## src/rtl/div_pkg.sv

```systemverilog
// Shared types and helpers for the sequential 2W-by-W restoring divider.
package div_pkg;

  typedef enum logic [1:0] {
    IDLE = 2'd0,
    CALC = 2'd1,
    DONE = 2'd2
  } div_state_e;

  // Ceiling log2 with a floor of 1 so a counter is never zero bits wide.
  function automatic int unsigned clog2(input int unsigned value);
    int unsigned res;
    res = 0;
    for (int unsigned i = 0; i < 32; i++) begin
      if ((32'd1 << i) < value) res = i + 1;
    end
    return (res == 0) ? 1 : res;
  endfunction

endpackage

```

## src/rtl/div_step.sv

```systemverilog
// One combinational restoring-division step: shift in the next dividend bit and trial-subtract.
module div_step #(
  parameter int unsigned W = 8
) (
  input  logic [W:0]   r,
  input  logic         q_msb,
  input  logic [W-1:0] b,
  output logic [W:0]   r_next,
  output logic         q_bit
);

  logic [W+1:0] shifted;
  logic [W:0]   diff;

  always_comb begin
    shifted = {r, q_msb};
    q_bit   = (shifted >= {2'b00, b});
    // When the subtraction succeeds the result is below b, so W+1 bits cannot wrap.
    diff    = shifted[W:0] - {1'b0, b};
    r_next  = q_bit ? diff : shifted[W:0];
  end

endmodule

```

## src/rtl/seq_div_2w_by_w.sv

```systemverilog
// Iterative restoring divider: 2W-bit dividend / W-bit divisor, one step per clock,
// valid/ready handshakes on both sides and a single operation in flight.
module seq_div_2w_by_w
  import div_pkg::*;
#(
  parameter int unsigned W = 8
) (
  input  logic           clk,
  input  logic           rst,
  input  logic           in_valid,
  output logic           in_ready,
  input  logic [2*W-1:0] a,
  input  logic [W-1:0]   b,
  output logic           out_valid,
  input  logic           out_ready,
  output logic [W-1:0]   quot,
  output logic [W-1:0]   rem,
  output logic           dz,
  output logic           ovf
);

  localparam int unsigned CntW = clog2(W);

  div_state_e    state;
  logic [W:0]    r_q;
  logic [W-1:0]  q_q;
  logic [W-1:0]  b_q;
  logic [CntW-1:0] cnt;

  logic [W-1:0]  a_hi;
  logic [W-1:0]  a_lo;
  logic [W:0]    r_next;
  logic          q_bit;
  logic [W-1:0]  q_shift;

  assign a_hi    = a[2*W-1:W];
  assign a_lo    = a[W-1:0];
  assign q_shift = (q_q << 1) | {{(W-1){1'b0}}, q_bit};

  div_step #(
    .W (W)
  ) u_step (
    .r      (r_q),
    .q_msb  (q_q[W-1]),
    .b      (b_q),
    .r_next (r_next),
    .q_bit  (q_bit)
  );

  always_ff @(posedge clk or posedge rst) begin
    if (rst) begin
      state     <= IDLE;
      in_ready  <= 1'b1;
      out_valid <= 1'b0;
      quot      <= '0;
      rem       <= '0;
      dz        <= 1'b0;
      ovf       <= 1'b0;
      cnt       <= '0;
      r_q       <= '0;
      q_q       <= '0;
      b_q       <= '0;
    end else begin
      case (state)
        IDLE: begin
          if (in_valid && in_ready) begin
            in_ready <= 1'b0;
            b_q      <= b;
            dz       <= 1'b0;
            ovf      <= 1'b0;
            if (b == '0) begin
              quot  <= '1;
              rem   <= a_lo;
              dz    <= 1'b1;
              state <= DONE;
            end else if (a_hi >= b) begin
              // Quotient would need more than W bits.
              quot  <= '1;
              rem   <= '0;
              ovf   <= 1'b1;
              state <= DONE;
            end else begin
              r_q   <= {1'b0, a_hi};
              q_q   <= a_lo;
              cnt   <= '0;
              state <= CALC;
            end
          end
        end
        CALC: begin
          r_q <= r_next;
          q_q <= q_shift;
          cnt <= cnt + 1'b1;
          if (cnt == CntW'(W - 1)) begin
            quot  <= q_shift;
            rem   <= r_next[W-1:0];
            state <= DONE;
          end
        end
        DONE: begin
          // out_valid rises one cycle after entering DONE, then waits for the handshake.
          if (!out_valid) begin
            out_valid <= 1'b1;
          end else if (out_ready) begin
            out_valid <= 1'b0;
            in_ready  <= 1'b1;
            state     <= IDLE;
          end
        end
        default: begin
          state     <= IDLE;
          in_ready  <= 1'b1;
          out_valid <= 1'b0;
        end
      endcase
    end
  end

endmodule

```

## config.mk

```make
export PLATFORM = sky130hd
export DESIGN_NAME = seq_div_2w_by_w
export DESIGN_NICKNAME = d
export VERILOG_FILES = /design/src/rtl/div_pkg.sv /design/src/rtl/div_step.sv /design/src/rtl/seq_div_2w_by_w.sv
export SDC_FILE = /design/constraint.sdc
export NUM_CORES = 1
export LEC_CHECK = 0
export ABC_AREA = 1
export CAP_MARGIN = 20
export CORE_MARGIN = 2
export CORE_UTILIZATION = 54
export DETAILED_ROUTE_END_ITERATION = 10
export GPL_TIMING_DRIVEN = 0
export PLACE_DENSITY = 0.88
export SETUP_SLACK_MARGIN = 0.02
export SYNTH_ARGS = -nofsm -noshare
export SYNTH_HDL_FRONTEND = slang
export SYNTH_SLANG_ARGS = --single-unit
```

## constraint.sdc

```tcl
create_clock -name clk -period 2 [get_ports clk]
set_input_delay 0.3 -clock clk [delete_from_list [all_inputs] [get_ports clk]]
set_output_delay 0.3 -clock clk [all_outputs]
set_load 0.01 [all_outputs]
```

# After elaboration in Yosys (flattened, before gate mapping)
# Cells that the tools add are included.
[classes]
addsub = 2
multipliers = 0
div = 0
magnitude_cmp = 2
eq_ne = 10
shift = 0
n_mux = 40
n_bitwise = 2
reduce_logical = 10
[op_table]
columns = ["operator", "count"]
rows = [
  ["8-bit two-way mux", 11],
  ["8-bit one-hot mux with 2 select lines", 3],
  ["9-bit two-way mux", 4],
  ["9-bit one-hot mux with 2 select lines", 1],
  ["4-bit AND reduction", 4],
  ["2-bit two-way mux", 6],
  ["2-bit != test (second input constant)", 6],
  ["10-bit by 8-bit greater-or-equal comparator with 1-bit output", 1],
  ["3-bit two-way mux", 3],
  ["9-bit by 8-bit subtractor with 9-bit output", 1],
  ["8-bit greater-or-equal comparator", 1],
  ["8-bit logical NOT", 1],
  ["1-bit two-way mux", 8],
  ["8-bit by 1-bit bitwise OR with 8-bit output", 1],
  ["2-bit one-hot mux with 3 select lines", 1],
  ["3-bit one-hot mux with 2 select lines", 1],
  ["3-bit by 1-bit adder with 3-bit output (second input constant)", 1],
  ["3-bit == test (second input constant)", 1],
  ["3-bit != test (second input constant)", 1],
  ["1-bit one-hot mux with 3 select lines", 1],
  ["2-bit by 1-bit == test with 1-bit output (second input constant)", 1],
  ["2-bit == test (second input constant)", 1],
  ["2-bit logical NOT", 1],
  ["1-bit one-hot mux with 2 select lines", 1],
  ["5 further kinds", 5],
]
[word_totals]
reg_bits = 50
latchBits = 0
mem_bits_rw = 0
mem_bits_ro = 0
output_inout_bits = 20
wordCells = 77
memories = 0

# Logic depth before layout (Yosys ltp)
[logic_depth]
depth_word = 5
depth_mapped = 14

# Modules after synthesis
# From an unflattened synthesis, not the netlist that was laid out.
[unflattened]
cells_unflattened = 450
hier_area_um2 = 3367.0
[by_module_without_submodules]
columns = ["module", "n_inst", "cells_per_inst", "area_per_inst_um2", "seq_area_each_um2"]
rows = [
  ["seq_div_2w_by_w", 1, 331, 2701.3, 1252.5],
  ["div_step", 1, 119, 665.6, 0.0],
]

# Worst setup path after synthesis
# No wires, ideal clock.
[synth_timing]
path_kind = "register to register"
startpoint = "register q_q[7]"
endpoint = "register r_q[1]"
setup_time_ns = 0.117
t_arrival_ns = 1.716
t_required_ns = 1.883
slack_ns = 0.167
stages_incl_launch_ff = 13
synth_period_minus_slack_ns = 1.833
cell_sequence = "dfrtp_1 -> inv_1 -> ha_1 -> inv_1 -> fa_1 -> nand3_1 -> a21oi_2 -> nor2_4 -> nor2_4 -> nand2_1 -> nand3_1 -> nand2_1 -> nand2_1"
[synth_via]
elab_chain_len = 3
[synth_rtl]
columns = ["element", "line_no", "text"]
rows = [
  ["from (decl)", "seq_div_2w_by_w.sv:26", "logic [W-1:0] q_q;"],
  ["from (signal assigned)", "seq_div_2w_by_w.sv:84", "q_q <= a_lo;"],
  ["from (signal assigned)", "seq_div_2w_by_w.sv:92", "q_q <= q_shift;"],
  ["9-bit by 8-bit subtractor with 9-bit output / 10-bit by 8-bit greater-or-equal comparator with 1-bit output (equally long branches)", "div_step.sv:19, div_step.sv:17", ""],
  ["9-bit two-way mux *", "div_step.sv:20", "r_next = q_bit ? diff : shifted[W:0];"],
  ["9-bit one-hot mux with 2 select lines *", "seq_div_2w_by_w.sv:64", "case (state)"],
  ["to (signal assigned)", "seq_div_2w_by_w.sv:83", "r_q <= {1'b0, a_hi};"],
  ["to (signal assigned)", "seq_div_2w_by_w.sv:91", "r_q <= r_next;"],
  ["to (decl)", "seq_div_2w_by_w.sv:25", "logic [W:0] r_q;"],
]
# Mark *: on every way between the ends. The rest lies on a longest branch, timed or not.
# A chain may end at the register's enable or synchronous reset.

# Final worst setup path
[layout_timing]
startpoint = "register b_q[0]"
endpoint = "register rem[1]"
[layout_via]
elab_chain_len = 4
[layout_rtl]
columns = ["element", "line_no", "text"]
rows = [
  ["from (decl)", "seq_div_2w_by_w.sv:27", "logic [W-1:0] b_q;"],
  ["from (signal assigned)", "seq_div_2w_by_w.sv:62", "b_q <= '0;"],
  ["from (signal assigned)", "seq_div_2w_by_w.sv:68", "b_q <= b;"],
  ["9-bit by 8-bit subtractor with 9-bit output / 10-bit by 8-bit greater-or-equal comparator with 1-bit output (equally long branches)", "div_step.sv:19, div_step.sv:17", ""],
  ["9-bit two-way mux *", "div_step.sv:20", ""],
  ["8-bit two-way mux *", "seq_div_2w_by_w.sv:94", "if (cnt == CntW'(W - 1)) begin"],
  ["8-bit one-hot mux with 2 select lines *", "seq_div_2w_by_w.sv:64", ""],
  ["to (signal assigned)", "seq_div_2w_by_w.sv:73", "rem <= a_lo;"],
  ["to (signal assigned)", "seq_div_2w_by_w.sv:96", "rem <= r_next[W-1:0];"],
  ["to (decl)", "seq_div_2w_by_w.sv:17", "output logic [W-1:0] rem,"],
]
# Mark *: on every way between the ends. The rest lies on a longest branch, timed or not. The select of a mux whose other input is x is not followed.

==> flow_summary.json <==
{
  "status": "complete, but fails checks",
  "failed_checks": "negative setup slack",
  "drt-pass1-iter-count": 6,
  "final_area_sq_um": 4069,
  "regToRegSetupSlack_ns": -0.12,
  "finClkSkew_ns": 0.007387,
  "fmax_mhz": 471.4,
  "end_kind": "register",
  "reg2reg_depth": 12,
  "synth_cell_types": 29,
  "seqPwrFrac_pct": 26.1,
  "relSlewSlack_pct": 63.88,
  "path_clk_slew_ns": 0.09,
  "start_kind": "register",
  "rsz0062_at_grt": "true",
  "cp_max_fo": 10,
  "synthTopCellsByCount": "nand2_1, dfrtp_1, inv_1",
  "yosys-top-cells-area": "dfrtp_1, nand2_1, ha_1, nand3_1, inv_1",
  "synth.net_count": 457,
  "port_buffers": 47,
  "synthArstFlopShare_pct": 100.0,
  "worstSkewPairLatency_ns": 0.31,
  "final_max_slew_viol_count": 0,
  "switching_share_pct": 47.06,
  "vias_per_cell": 5.630,
  "synth-edff-count": 0,
  "die_h_um": 78.81,
  "yosys_warnings": 0,
  "pwr_density_cell_nw_per_um2": 1732,
  "fin_crit_ns": 2.121,
  "timing.rr.end": "rem[1]$_DFFE_PP0P_",
  "holdWs_ns": 0.2592,
  "power.switching_mw": 3.316,
  "path_class": "register to register",
  "drc": 0,
  "dpl_worst_slack_ns": -0.5098,
  "grt_antenna_before_repair": 0,
  "max_slew.worst_pin.slew_ns": 0.5388,
  "initial_core_util_pct": 55.56,
  "dp_hpwl_um": 5767,
  "p_int_mw": 3.731,
  "clkPwrFrac_pct": 8.5,
  "grt_max_degree": 30,
  "hold_path_end": "b_q[3]$_DFFE_PP0P_",
  "vias": 3119,
  "row_count": 27,
  "root_buffer": "clkbuf_8",
  "cts.sinks": 50,
  "die_w_um": 78.81,
  "totalWireLength_um": 9058,
  "finalWorstSetupSlack_ns": -0.1212,
  "syn_inst": 410,
  "setup_violations": 16,
  "crit_required_ns": 2.26,
  "n_antenna_cell": 0,
  "hold_viol": 0,
  "ant_nets": 0,
  "critPathBufInv": 2,
  "holdPathStages": 3,
  "detail_route.wl_per_cell_um": 16.35,
  "post-synth-top-count-cell": "nand2_1",
  "crit_slowest_cell": "dfrtp_1",
  "slowest_delay_ns": 0.45,
  "ioPinCount": 48,
  "netlist_area_sq_um": 3022,
  "dieArea_sq_um": 6210,
  "cp_cell_sequence": "ha_2, inv_2, fa_2, nand3_4, a21oi_4, nor2_4, buf_12, nor2_4, nand2_2, nand3_2, nand2_1, nand2_1",
  "syn_area_per_cell_sq_um": 7.370,
  "overflow": 0,
  "r2r-start": "b_q[0]$_DFFE_PP0P_",
  "worstHoldStart": "b[3]",
  "netlist.area_leader.share_pct": 40.58,
  "seq_area_frac_synth_pct": 41.45,
  "fin_nets": 528,
  "pwr-share-comb_pct": 65.3,
  "vdd_drop_max_mv": 1.009,
  "dpl_cell_area_sq_um": 3602,
  "area_growth_pct": 34.66,
  "max_cap_viol_count": 0,
  "cts_tree": "yes",
  "synth_seq_cells": 50,
  "clock_path_buffers": 2,
  "ys.flop_type": "dfrtp_1",
  "p_leak_nw": 2.141,
  "coreArea_sq_um": 5439,
  "drt-initial-drc-count": 321,
  "grt_usage_pct": 26.44,
  "grt_pass1_wl_um": 12760,
  "min_path_type": "primary input to register",
  "post-route-util_pct": 74.81,
  "globalplace.congestion": 0.9944,
  "critPathTopFamily": "simple AND/OR/NAND/NOR gates",
  "arrival_ns": 2.38,
  "period_share_pct": 106.1,
  "yosysTopAreaCell": "dfrtp_1",
  "drive_gt1_share_pct": 18.05,
  "cts_buffers": 5,
  "grt_pass1_vias": 2830,
  "cts_htree_levels": 2
}
## placed cells by master (no fill, tap or decap), drive strengths merged
| cell | synthesis | layout |
|---|---|---|
| dfstp | 1 | 1 |
| nor3 | 3 | 3 |
| nor2 | 25 | 25 |
| inv | 49 | 49 |
| o21ai | 26 | 26 |
| ha | 18 | 18 |
| xor2 | 4 | 4 |
| nand3b | 1 | 1 |
| clkinv | 0 | 2 |
| nand2 | 170 | 170 |
| a21oi | 8 | 8 |
| o21a | 1 | 1 |
| nand3 | 35 | 35 |
| dlymetal6s2s | 0 | 5 |
| clkbuf | 3 | 9 |
| buf | 5 | 22 |
| clkdlybuf4s50 | 0 | 42 |
| dfrtp | 49 | 49 |
| fa | 1 | 1 |
| nand4 | 3 | 3 |
| o21bai | 7 | 7 |
| a22o | 1 | 1 |
## power groups by stage
stage               Sequential (mW)  Combinational (mW)  Clock, mW
floorplan                      1.85                2.36          0
global placement               1.80                3.37          0
detailed placement             1.81                3.49          0
CTS                            1.82                3.90      0.601
global route                   1.89                5.00      0.636
finish                         1.84                4.60      0.602
## flip-flops by register name (all words and copies together), names as in the netlist
| register | cells |
|---|---|
| cnt | 3 |
| quot | 8 |
| q_q | 8 |
| r_q | 9 |
| state | 2 |
| in_ready | 1 |
| out_valid | 1 |
| rem | 8 |
| b_q | 8 |
| ovf | 1 |
| dz | 1 |
## logic make-up after synthesis
family                   share of synthesized area, %
adder cells (fa/ha/maj)                         8.116
AO/OA/AOI/OAI                                   8.033
XOR/XNOR                                        1.159
AND/OR/NAND/NOR                                 33.13
buffers and inverters                           8.116
flip-flops                                      41.45
## worst max-delay path by stage
stage                        from                 end  slack, ns  cells after the start
3_5_place_dp                 b[7]  r_q[4]$_DFFE_PP0P_      -0.51                      9
5_1_grt        r_q[1]$_DFFE_PP0P_  rem[2]$_DFFE_PP0P_      -0.16                     12
6_report       b_q[0]$_DFFE_PP0P_  rem[1]$_DFFE_PP0P_      -0.12                     12
4_1_cts                      b[1]  r_q[4]$_DFFE_PP0P_      0.006                     12
2_1_floorplan  q_q[7]$_DFFE_PP0P_  r_q[1]$_DFFE_PP0P_       0.17                     12
3_3_place_gp                 b[1]  r_q[7]$_DFFE_PP0P_      -0.48                     12
## through the flow
step           total power, mW  TNS (ns)  instances
2_1_floorplan            4.208         0        410
3_5_place_dp             5.303    -10.01        530
5_1_grt                  7.523    -2.019        554
4_1_cts                  6.323         0        541
6_report                 7.046    -1.253        554
3_3_place_gp             5.165    -29.83        529
## what timing repair did
item | in CTS | in global routing
cloned | 0 | 1
setup buffers | 3 | 13
gates resized for setup | 16 | 39
hold buffers | 0 | 0
pin swaps | 5 | 18
endpoints found under the setup margin | 18 | 37
## area by class of cell
cell class	count	area, sq um
inverters	49	186.4
clock inverters	2	13.76
flip-flops and latches	50	1255
fillers	385	1370
multi-input cells	303	1757
clock buffers	6	72.57
repair buffers	64	633.1
plain buffers	8	61.31
well taps	72	90.09
## routing by layer
metal,track usage [%],up-vias,wire length [um]
met2,44.87,187,4472
li1,-,1439,-
met4,10.70,0,461
met1,33.61,1445,3478
met5,0,-,0
met3,4.545,48,646
## worst register-to-register path, stage by stage, from the launching register on
cell,delay (ns)
dfrtp_1,0.45
ha_2,0.22
inv_2,0.06
fa_2,0.23
nand3_4,0.09
a21oi_4,0.19
nor2_4,0.05
buf_12,0.14
nor2_4,0.27
nand2_2,0.15
nand3_2,0.11
nand2_1,0.06
nand2_1,0.05
(Power assumes the default switching activity.)
